$ cat config.mk
export PLATFORM = sky130hd
export DESIGN_NAME = uc_multiciclo_flat
export DESIGN_NICKNAME = d
export VERILOG_FILES = /design/src/rtl/uc_multiciclo_if.sv /design/src/rtl/uc_multiciclo.sv /design/src/flat_wrapper.sv
export SDC_FILE = /design/constraint.sdc
export NUM_CORES = 1
export LEC_CHECK = 0
export CAP_MARGIN = 20
export CORE_ASPECT_RATIO = 1.2
export CORE_UTILIZATION = 45
export CTS_CLUSTER_DIAMETER = 150
export DETAILED_ROUTE_END_ITERATION = 10
export PLACE_DENSITY = 0.75
export SLEW_MARGIN = 20
export SYNTH_ARGS = -nofsm -noshare
export SYNTH_HDL_FRONTEND = slang
export SYNTH_SLANG_ARGS = --single-unit
$ cat constraint.sdc
create_clock -name clk -period 2 [get_ports clk]
set_clock_uncertainty 0.05 [all_clocks]
set_input_delay 0.2 -clock clk [delete_from_list [all_inputs] [get_ports clk]]
set_output_delay 0.2 -clock clk [all_outputs]
set_load 0.02 [all_outputs]
$ cat src/rtl/uc_multiciclo_if.sv
// Control/status bundle between the multicycle control unit and the datapath.
// The master side is the control unit; the slave side is the datapath/console.
interface uc_multiciclo_if #(
  parameter int CNT_W = 16
);
  logic [5:0]       Opcode;
  logic             z;
  logic             run;
  logic             step;
  logic             s_inc;
  logic             s_inm;
  logic             we3;
  logic             wez;
  logic [2:0]       Op;
  logic             pc_en;
  logic             ir_en;
  logic             halted;
  logic [CNT_W-1:0] instr_cnt;

  modport master (
    input  Opcode, z, run, step,
    output s_inc, s_inm, we3, wez, Op, pc_en, ir_en, halted, instr_cnt
  );

  modport slave (
    output Opcode, z, run, step,
    input  s_inc, s_inm, we3, wez, Op, pc_en, ir_en, halted, instr_cnt
  );
endinterface

$ cat src/rtl/uc_multiciclo.sv
// Multicycle control unit for the 8-bit microcontroller: FETCH/EXEC/WB sequencing,
// run/pause/single-step control, HALT and a retired-instruction counter.
module uc_multiciclo #(
  parameter int CNT_W = 16
) (
  input  logic             clk,
  input  logic             reset,
  uc_multiciclo_if.master  bus
);

  typedef enum logic [2:0] {PAUSE, FETCH, EXEC, WB, HALT} state_t;
  typedef enum logic [2:0] {K_ALU, K_LI, K_HALT, K_J, K_JZ, K_JNZ, K_NOP} kind_t;

  state_t           state, state_nxt;
  kind_t            kind;
  logic             stepping, stepping_nxt;
  logic             step_q;
  logic             step_rise;
  logic             retire;
  logic [CNT_W-1:0] cnt;

  logic       s_inc, s_inm, we3, wez, pc_en, ir_en;
  logic [2:0] op;

  always_comb begin
    kind = K_NOP;
    if (bus.Opcode[5])
      kind = K_ALU;
    else if (bus.Opcode[4:2] == 3'b001)
      kind = K_LI;
    else begin
      case (bus.Opcode)
        6'b000000: kind = K_HALT;
        6'b000001: kind = K_J;
        6'b000010: kind = K_JZ;
        6'b000011: kind = K_JNZ;
        default:   kind = K_NOP;
      endcase
    end
  end

  // Only a fresh step edge starts an instruction, so a held step runs exactly one.
  assign step_rise = bus.step && !step_q;

  always_comb begin
    state_nxt    = state;
    stepping_nxt = stepping;
    retire       = 1'b0;
    s_inc        = 1'b1;
    s_inm        = 1'b0;
    we3          = 1'b0;
    wez          = 1'b0;
    op           = 3'b000;
    pc_en        = 1'b0;
    ir_en        = 1'b0;
    case (state)
      PAUSE: begin
        if (bus.run) begin
          state_nxt    = FETCH;
          stepping_nxt = 1'b0;
        end else if (bus.step && step_rise) begin
          state_nxt    = FETCH;
          stepping_nxt = 1'b1;
        end
      end
      FETCH: begin
        ir_en     = 1'b1;
        state_nxt = EXEC;
      end
      EXEC: begin
        case (kind)
          K_ALU: begin
            op        = bus.Opcode[4:2];
            state_nxt = WB;
          end
          K_LI: begin
            s_inm     = 1'b1;
            state_nxt = WB;
          end
          K_HALT: state_nxt = HALT;
          K_J: begin
            s_inc  = 1'b0;
            pc_en  = 1'b1;
            retire = 1'b1;
          end
          K_JZ: begin
            s_inc  = ~bus.z;
            pc_en  = 1'b1;
            retire = 1'b1;
          end
          K_JNZ: begin
            s_inc  = bus.z;
            pc_en  = 1'b1;
            retire = 1'b1;
          end
          default: begin
            pc_en  = 1'b1;
            retire = 1'b1;
          end
        endcase
      end
      WB: begin
        if (kind == K_ALU) begin
          op  = bus.Opcode[4:2];
          wez = 1'b1;
        end else begin
          s_inm = 1'b1;
        end
        we3    = 1'b1;
        pc_en  = 1'b1;
        retire = 1'b1;
      end
      HALT: state_nxt = HALT;
      default: state_nxt = PAUSE;
    endcase
    // Instruction boundary: keep going only when free-running and not single-stepping.
    if (retire) begin
      state_nxt    = (bus.run && !stepping) ? FETCH : PAUSE;
      stepping_nxt = 1'b0;
    end
  end

  always_ff @(posedge clk or posedge reset) begin
    if (reset) begin
      state    <= PAUSE;
      stepping <= 1'b0;
      step_q   <= 1'b0;
      cnt      <= '0;
    end else begin
      state    <= state_nxt;
      stepping <= stepping_nxt;
      step_q   <= bus.step;
      if (pc_en)
        cnt <= cnt + 1'b1;
    end
  end

  assign bus.s_inc     = s_inc;
  assign bus.s_inm     = s_inm;
  assign bus.we3       = we3;
  assign bus.wez       = wez;
  assign bus.Op        = op;
  assign bus.pc_en     = pc_en;
  assign bus.ir_en     = ir_en;
  assign bus.halted    = (state == HALT);
  assign bus.instr_cnt = cnt;

  a_fetch_excl: assert property (@(posedge clk) disable iff (reset) !(ir_en && pc_en));
  a_write_retires: assert property (@(posedge clk) disable iff (reset) we3 |-> pc_en);
  a_halt_quiet: assert property (@(posedge clk) disable iff (reset)
    bus.halted |-> !(pc_en || ir_en || we3 || wez));

endmodule

$ cat src/flat_wrapper.sv
// flat-port wrapper written by rule: the top's interface ports become plain ports
module uc_multiciclo_flat 
#(
  parameter int CNT_W = 16
)
  (clk, reset, bus_Opcode, bus_z, bus_run, bus_step, bus_s_inc, bus_s_inm, bus_we3, bus_wez, bus_Op, bus_pc_en, bus_ir_en, bus_halted, bus_instr_cnt);
  uc_multiciclo_if #(.CNT_W(CNT_W)) bus_i ();
  input  logic clk;
  input  logic reset;
  input wire logic [$bits(bus_i.Opcode)-1:0] bus_Opcode;
  input wire logic [$bits(bus_i.z)-1:0] bus_z;
  input wire logic [$bits(bus_i.run)-1:0] bus_run;
  input wire logic [$bits(bus_i.step)-1:0] bus_step;
  output wire logic [$bits(bus_i.s_inc)-1:0] bus_s_inc;
  output wire logic [$bits(bus_i.s_inm)-1:0] bus_s_inm;
  output wire logic [$bits(bus_i.we3)-1:0] bus_we3;
  output wire logic [$bits(bus_i.wez)-1:0] bus_wez;
  output wire logic [$bits(bus_i.Op)-1:0] bus_Op;
  output wire logic [$bits(bus_i.pc_en)-1:0] bus_pc_en;
  output wire logic [$bits(bus_i.ir_en)-1:0] bus_ir_en;
  output wire logic [$bits(bus_i.halted)-1:0] bus_halted;
  output wire logic [$bits(bus_i.instr_cnt)-1:0] bus_instr_cnt;
  assign bus_i.Opcode = bus_Opcode;
  assign bus_i.z = bus_z;
  assign bus_i.run = bus_run;
  assign bus_i.step = bus_step;
  assign bus_s_inc = bus_i.s_inc;
  assign bus_s_inm = bus_i.s_inm;
  assign bus_we3 = bus_i.we3;
  assign bus_wez = bus_i.wez;
  assign bus_Op = bus_i.Op;
  assign bus_pc_en = bus_i.pc_en;
  assign bus_ir_en = bus_i.ir_en;
  assign bus_halted = bus_i.halted;
  assign bus_instr_cnt = bus_i.instr_cnt;
  uc_multiciclo #(.CNT_W(CNT_W)) u_core (.clk(clk), .reset(reset), .bus(bus_i));
endmodule
## Word-level counts from Yosys, hierarchy flattened

Index checks and enable logic that the tools add are counted.

- Bits in latches: 0
- Register bits: 21
- Output and inout port bits: 26
- Bits in read-only memories: 0
- RAM bits: 0
- Memories kept: 0
- Word-level logic and storage cells: 63
- Bits of input ports: 11

- Multiplexer cells: 26
- Shift operators: 0
- $lt $le $gt $ge: 0
- Bitwise gates (word level): 1
- Add/subtract/negate cells: 1
- Div/mod/pow operators: 0
- Multiply operators: 0
- Eq/ne operators: 16
- Reductions and logical operators: 15

Operators with widths:

| operator | count |
|---|---|
| 3-bit two-way mux | 7 |
| 16-bit by 1-bit adder with 16-bit output, second input constant | 1 |
| 3-bit case mux with 5 select lines | 1 |
| 1-bit two-way mux | 13 |
| 3-bit by 2-bit == test with 1-bit output, second input constant | 4 |
| 6-bit by 2-bit == test with 1-bit output, second input constant | 2 |
| 3-bit case mux with 4 select lines | 1 |
| 3-bit by 1-bit == test with 1-bit output, second input constant | 3 |
| 3-bit == test, second input constant | 3 |
| 6-bit by 1-bit == test with 1-bit output, second input constant | 1 |
| 3-bit logical NOT | 2 |
| 6-bit logical NOT | 1 |
| 3-bit case mux with 2 select lines | 1 |
| 4-bit by 3-bit != test with 1-bit output, second input constant | 1 |
| 4-bit != test, second input constant | 1 |
| 1-bit case mux with 2 select lines | 2 |
| 2-bit OR reduction | 2 |
| 1-bit logical AND | 3 |
| 1-bit case mux with 3 select lines | 1 |
| 3-bit AND reduction | 1 |
| 3-bit nonzero test | 1 |
| 3-bit OR reduction | 1 |
| 1-bit logical NOT | 2 |
| 2-bit != test, second input constant | 1 |
| 3 further kinds | 3 |

## Logic depth before layout (Yosys ltp)

Gate-level depths: netlist of run 1.

- Word-level depth: 10
- Gate-level depth with buffers: 5

## Worst setup path before layout of run 1

Ideal clock, no wire load.

- Path type: flip-flop to output port
- From: register u_core.state[1]
- To: output bus_s_inc
- Slack: 0.248 ns
- Data required time: 1.750 ns
- Stages on the path, launching flop included: 5
- Data arrival time: 1.502 ns
- Cell sequence: dfrtp_1 > buf_4 > nand2b_1 > or4_1 > or4_1

- Longest elaborated chain between the ends: 2

Ends and longest elaborated chain:

| what | line | RTL |
|---|---|---|
| start, declared | uc_multiciclo.sv:14 | `state_t state, state_nxt;` |
| start signal, assigned | uc_multiciclo.sv:130 | `state <= state_nxt;` |
| 3-bit by 2-bit == test with 1-bit output | uc_multiciclo.sv:56 | `case (state)` |
| 1-bit two-way mux | uc_multiciclo.sv:56 |  |
| end, declared | flat_wrapper.sv:14 | `output wire logic [$bits(bus_i.s_inc)-1:0] bus_s_inc;` |

No other way between the ends.

## Final worst setup path of run 1

- From: input bus_Opcode[5]
- To: output bus_s_inc

- Longest elaborated chain between the ends: 7

Ends and longest elaborated chain:

| what | line | RTL |
|---|---|---|
| start, declared | flat_wrapper.sv:10 | `input wire logic [$bits(bus_i.Opcode)-1:0] bus_Opcode;` |
| 6-bit by 2-bit == test with 1-bit output, or another cell as far along | uc_multiciclo.sv:32 | `case (bus.Opcode)` |
| 3-bit case mux with 4 select lines | uc_multiciclo.sv:32 |  |
| 3-bit two-way mux | uc_multiciclo.sv:29 | `else if (bus.Opcode[4:2] == 3'b001)` |
| 3-bit two-way mux * | uc_multiciclo.sv:27 | `if (bus.Opcode[5])` |
| 3-bit == test or 3-bit by 2-bit == test with 1-bit output (tied branches) | uc_multiciclo.sv:71 | `case (kind)` |
| 1-bit case mux with 3 select lines * | uc_multiciclo.sv:71 |  |
| 1-bit two-way mux * | uc_multiciclo.sv:56 |  |

Mark *: on every way between the ends. The rest lies on a longest branch, timed or not.

==> flow_summary_export.csv, run 1 <==
group,metric,value,unit
global_route,grt_max_degree,22,
setup_path,cp-start-kind,"input port",
setup_path,cp.arrival,1.83,ns
setup_path,critPathTopFamily,"simple AND/OR/NAND/NOR gates",
setup_path,critPathRequiredTime,1.75,ns
global_route,overflow,0,
synth,synth-edff-count,0,
timing,worstMarginPinSlew,0.311,ns
die,ios,37,
route,via_count,982,
setup_path,crit_buf_inv,2,
final_layout,fillers,189,
clock_network,clkTransAtPathRegs,0.11,ns
setup_path,path_max_fanout,2,
clock_network,htreeDepth,1,
global_route,grt_first_pass_wirelength,4.11,mm
pwr,netSwitchingPower,0.644,mW
clock_network,cts_hold_buf,0,
timing,setup_tns,-0.0773,ns
die,core_area,2350,µm²
final_layout,final_common_cell,"clkdlybuf4s50_1",
timing,fin_crit,2.08,ns
global_route,grt_use_total,20.5,%
synth,synth.ff_latch_count,21,
timing,report.final.slew_viol_count,0,
clock_network,cts_max_path_buffers,2,
min_path,hp-class,"input port to asynchronous set/reset pin",
clock_network,cts_root_buf,"clkbuf_4",
final_layout,area_growth,44.3,%
die,die_h,57.5,µm
timing,fin_ws,-0.0773,ns
timing,period_share,104,%
route,dr.first_iter.drc_count,10,
final_layout,diodes,0,
timing,rsz0062_at_grt,"true",
die,num_rows,19,
run,maxCapViolations,0,
final_layout,final_cells,188,
route,viasPerCell,5.22,
route,drtAntennaViolNets,0,
pwr,p_int,0.982,mW
setup_path,worst-setup-path-type,"input port to output pin",
die,initial_core_util,49.1,%
global_route,antenna_found_initial,0,
pwr,p_per_area,976,nW/µm²
clock_network,postCtsSetupBuffers,0,
synth,synth.distinct_cells,36,
clock_network,cts_tree,"built",
timing,finalHoldViolations,0,
final_layout,drive_gt1_share,18.5,%
pwr,ir_worst_vdd,829,µV
pwr,total_leakage_power,0.778,nW
pwr,p_seq_share,40.1,%
final_layout,fin_nets,170,
setup_path,critPathSlowestCell,"or4_4",
clock_network,clk_latency,0.30,ns
route,detail_route.drc_violations,0,
setup_path,slowest_delay,0.49,ns
timing,setup_violations,1,
pwr,p_comb_share,47.8,%
synth,synth_top_area_share,45.5,%
pwr,pwr-share-clk,12.1,%
run_status,violations,"negative setup slack",
synth,syn-cell-area,1150,µm²
setup_path,endpoint_kind,"output pin",
die,die_width,48.2,µm
final_layout,layout_common_cells,"clkdlybuf4s50_1 (26), dfrtp_1 (21), buf_4 (12)",
synth,ys.flop_type,"dfrtp_1",
die,die-area,2770,µm²
timing,max_freq,0.481,GHz
pwr,switching_share,39.6,%
final_layout,multiInputGateArea,607,µm²
setup_path,crit_top_cell,"or4_4",
final_layout,regArea,526,µm²
timing,relSlewSlack,79.1,%
placement,hpwl,1.89,mm
clock_network,cts.sinks,21,
synth,yosysTopAreaCell,"dfrtp_1",
clock_network,cts_buffers,3,
setup_path,crit_chain,"clkdlybuf4s50_1 -> nand2b_4 -> or4_4 -> or4_4 -> buf_6",
route,firstDrtPassIters,3,
global_route,grt_pass1_vias,983,
synth,syn_nets,121,
placement,place_congestion,0.766,
placement,place_area,1620,µm²
route,wl_per_cell,13.4,µm
synth,syn_inst,109,
synth,yosys_warnings,0,
synth,ys_async_sr_fraction,100,%
pwr,power.total,1.63,mW
run_status,status,"finished with violations",
route,wl,2.51,mm
placement,post-place-cells,184,
synth,avgSynthCellArea,10.6,µm²
synth,ys_seq_area_share,45.5,%
placement,port_buffers,36,
final_layout,fin_area,1670,µm²
synth,synthTopCellsByArea,"dfrtp_1 (46%), xor2_1 (7.6%), xnor2_1 (4.6%)",
cell families after synthesis:
kind of cell,after synthesis,share of synthesized area [%]
adders and majority gates,1,1.08
and+or+nand+nor,52,29.4
muxes,1,0.975
buffers and inverters,7,3.25
AOI/OAI and AO/OA,11,7.69
xor gates and xnor gates,16,12.1
DFF,21,45.5
power groups by stage:
stage	Clock, mW	Sequential, mW	Combinational [mW]
finish	0.197	0.652	0.777
CTS	0.209	0.645	0.778
floorplan	0	0.703	0.383
global route	0.222	0.666	0.845
global placement	0	0.645	0.778
detailed placement	0	0.650	0.791
registers in the layout, summed over array words and instances (netlist names):
name / cells
u_core.bus.instr_cnt: 16
u_core.step_q: 1
u_core.state: 3
u_core.stepping: 1
through the flow:
stage	hold slack, ns	util (%)	worst slack (ns)
after floorplan	0.127	-	0.248
after global placement	0.409	68.7	-0.437
after detailed placement	0.417	68.7	-0.456
after CTS	0.151	69.4	-0.0757
after global routing	0.212	70.8	-0.122
final	0.160	70.8	-0.0773
synth_stat cells (2+ instances only):
cell and instances:
dfrtp_1 21, xor2_1 10, nor3_1 8, a21oi_1 6, nand2_1 6, xnor2_1 6, nand4_1 5, nand2b_1 4
nand3_1 4, nor2_1 4, inv_1 3, or4_1 3, and3_1 2, and4_1 2, clkbuf_1 2, nor2b_1 2
nor3b_1 2
metal layers:
metal	up-vias	GRT usage (%)	routed length, µm
met5	-	0	0
met4	0	8.33	36
met3	4	2.85	126
met2	24	33.9	1210
met1	461	25.6	1150
li1	493	-	-
worst register-to-register path, delay by kind of cell (launching register included):
kind | cells | cell delay [ns]
AO/OA/AOI/OAI | 1 | 0.40
XOR/XNOR | 1 | 0.16
buffers and inverters | 2 | 0.37
flip-flops | 1 | 0.41
AND/OR/NAND/NOR | 2 | 0.35
final timing paths:
check | startpoint | end | slack [ns] | cells after the start
min in group clk | bus_step | u_core.step_q | 0.32 | 1
max reg2reg | u_core.state[1] | u_core.bus.instr_cnt[15] | 0.20 | 6
max | bus_Opcode[5] | bus_s_inc | -0.08 | 5
min | reset | u_core.bus.instr_cnt[10] | 0.16 | 3
max in group asynchronous | reset | u_core.bus.instr_cnt[3] | 1.52 | 3
min reg2reg | u_core.bus.instr_cnt[15] | u_core.bus.instr_cnt[15] | 0.43 | 1
area by class of cell:
cell class / instances / area share, %
clock buffers: 3 / 1.35
clock inverters: 1 / 0.300
inverters: 3 / 0.676
multi-input cells: 81 / 36.4
flip-flops and latches: 21 / 31.5
well taps: 31 / 2.33
repair buffers: 48 / 27.4
timing repair:
action                                  CTS  global route
endpoints found under the setup margin    6             5
gates resized for setup                   9            10
endpoints found under the hold margin     0             0
(Power assumes the default switching activity.)
==> inputs of run 2 (changes only) <==
--- a/constraint.sdc
+++ b/constraint.sdc
@@ -4,2 +4,2 @@
 set_output_delay 0.2 -clock clk [all_outputs]
-set_load 0.02 [all_outputs]
+set_load 0.05 [all_outputs]
==> flow_summary_export.csv, run 2 (synthesis results as in run 1) <==
group,metric,value,unit
setup_path,cp.arrival,1.87,ns
die,initial_core_util,49.1,%
setup_path,cp-start-kind,"flip-flop",
global_route,top_usage_layer,"met2",
timing,period_share,106,%
placement,post-place-ws,-0.122,ns
pwr,p_per_area,1180,nW/µm²
route,drtAntennaViolNets,0,
clock_network,cts_buffers,3,
setup_path,crit_buf_inv,1,
pwr,total_leakage_power,0.766,nW
global_route,overflow,0,
setup_path,path_max_fanout,2,
final_layout,final_core_util,74.9,%
setup_path,endpoint_kind,"output pin",
run_status,violations,"negative setup slack",
setup_path,reg2regPathDepth,6,
final_layout,largest_register_ffs,16,
global_route,antenna_found_initial,0,
die,core_area,2350,µm²
clock_network,cts_root_buf,"clkbuf_4",
timing,finalHoldViolations,0,
die,die_h,57.5,µm
run_status,status,"finished with violations",
setup_path,reg2reg_slack,0.16,ns
timing,fin_ws,-0.117,ns
clock_network,cts_tree,"built",
final_layout,final_common_cell,"clkdlybuf4s50_1",
final_layout,fillers,159,
timing,worstMarginPinSlew,0.504,ns
clock_network,cts_max_path_buffers,2,
global_route,grt_first_pass_wirelength,4.25,mm
global_route,grt_use_total,21.3,%
final_layout,area_growth,52.5,%
final_layout,fin_nets,174,
setup_path,slowest_delay,0.50,ns
run,maxCapViolations,0,
timing,relSlewSlack,66.3,%
setup_path,regToRegEndpoint,"u_core.bus.instr_cnt[15]",
clock_network,cts.sinks,21,
timing,report.final.slew_viol_count,0,
route,dr.first_iter.drc_count,10,
clock_network,clk_latency,0.31,ns
die,num_rows,19,
setup_path,r2r_start,"u_core.state[1]",
global_route,grt_max_degree,22,
route,wl_per_cell,13.9,µm
setup_path,critPathTopFamily,"simple AND/OR/NAND/NOR gates",
global_route,grt_use_met1,24.3,%
global_route,use_met3,3.80,%
clock_network,clkTransAtPathRegs,0.12,ns
final_layout,layout_common_cells,"clkdlybuf4s50_1 (23), dfrtp_1 (20), buf_4 (19)",
timing,max_freq,0.472,GHz
setup_path,critPathRequiredTime,1.75,ns
route,detail_route.drc_violations,0,
placement,place_congestion,0.756,
pwr,ir_worst_vdd,1110,µV
route,via_count,1041,
setup_path,critPathSlowestCell,"or4_4",
placement,hpwl,1.96,mm
min_path,hp-class,"input port to asynchronous set/reset pin",
clock_network,htreeDepth,1,
setup_path,crit_top_cell,"or4_4",
global_route,grt_pass1_vias,1014,
setup_path,crit_chain,"nand2b_4 -> or4_4 -> or4_4 -> buf_8",
final_layout,drive_gt1_share,27.3,%
route,firstDrtPassIters,5,
timing,setup_violations,1,
final_layout,regArea,527,µm²
die,die_width,48.2,µm
final_layout,diodes,0,
route,wl,2.68,mm
clock_network,cts_hold_buf,0,
final_layout,multiInputGateArea,619,µm²
timing,fin_crit,2.12,ns
timing,rsz0062_at_grt,"true",
global_route,use_met2,35.6,%
route,viasPerCell,5.42,
setup_path,worst-setup-path-type,"flip-flop to output pin",
placement,port_buffers,36,
die,ios,37,
die,die-area,2770,µm²
## run 2: worst reg2reg max path, delay by kind of cell, from the launching register on
family | cells | cell delay [ns]
and+or+nand+nor | 2 | 0.40
DFF | 1 | 0.41
xor gates and xnor gates | 1 | 0.17
buffers and inverters | 2 | 0.34
AOI/OAI and AO/OA | 1 | 0.42
## run 2: stage by stage
stage	total power, mW	area, µm²	hold slack [ns]	instances	setup TNS (ns)
2_1_floorplan	1.35	1170	0.127	109	-0.0132
3_3_place_gp	1.79	1690	0.406	185	-0.212
3_5_place_dp	1.82	1690	0.421	185	-0.531
4_1_cts	2.05	1730	0.144	190	-0.0933
5_1_grt	2.18	1760	0.168	192	-0.158
6_report	2.07	1760	0.139	192	-0.117
## run 2: metal layers
| layer | wire length, µm | up-vias |
|---|---|---|
| li1 | - | 491 |
| met1 | 1070 | 504 |
| met2 | 1380 | 37 |
| met3 | 161 | 9 |
| met4 | 71 | 0 |
| met5 | 0 | - |
## run 2: worst max-delay path by stage
stage / depth (start not counted) / slack, ns / to / from
after global routing: 4 / -0.16 / bus_s_inc / u_core.state[1]
after global placement: 4 / -0.11 / bus_s_inc / bus_Opcode[4]
after floorplan: 2 / -0.01 / bus_halted / u_core.state[2]
after detailed placement: 4 / -0.12 / bus_s_inc / bus_Opcode[4]
final: 4 / -0.12 / bus_s_inc / u_core.state[1]
after CTS: 4 / -0.09 / bus_s_inc / u_core.state[1]
## run 2: area by class of cell
class | count | share of cell area [%]
Inverter | 3 | 0.639
Multi-Input combinational cell | 81 | 35.2
Sequential cell | 21 | 29.9
Timing Repair Buffer | 52 | 30.5
Tap cell | 31 | 2.20
Clock inverter | 1 | 0.284
Clock buffer | 3 | 1.28
## run 2: report_power, final
group	switching, mW	total [mW]	leakage, nW	internal, mW
clock	0.132	0.207	0.0177	0.0748
combinational	0.698	1.21	0.491	0.514
sequential	0.131	0.655	0.257	0.524
## run 2: what timing repair did
item                                    CTS  global route
resized for setup                         5             4
setup buffers                             1             2
endpoints found under the setup margin    2             2
cloned                                    0             0
pin swaps                                 1             1
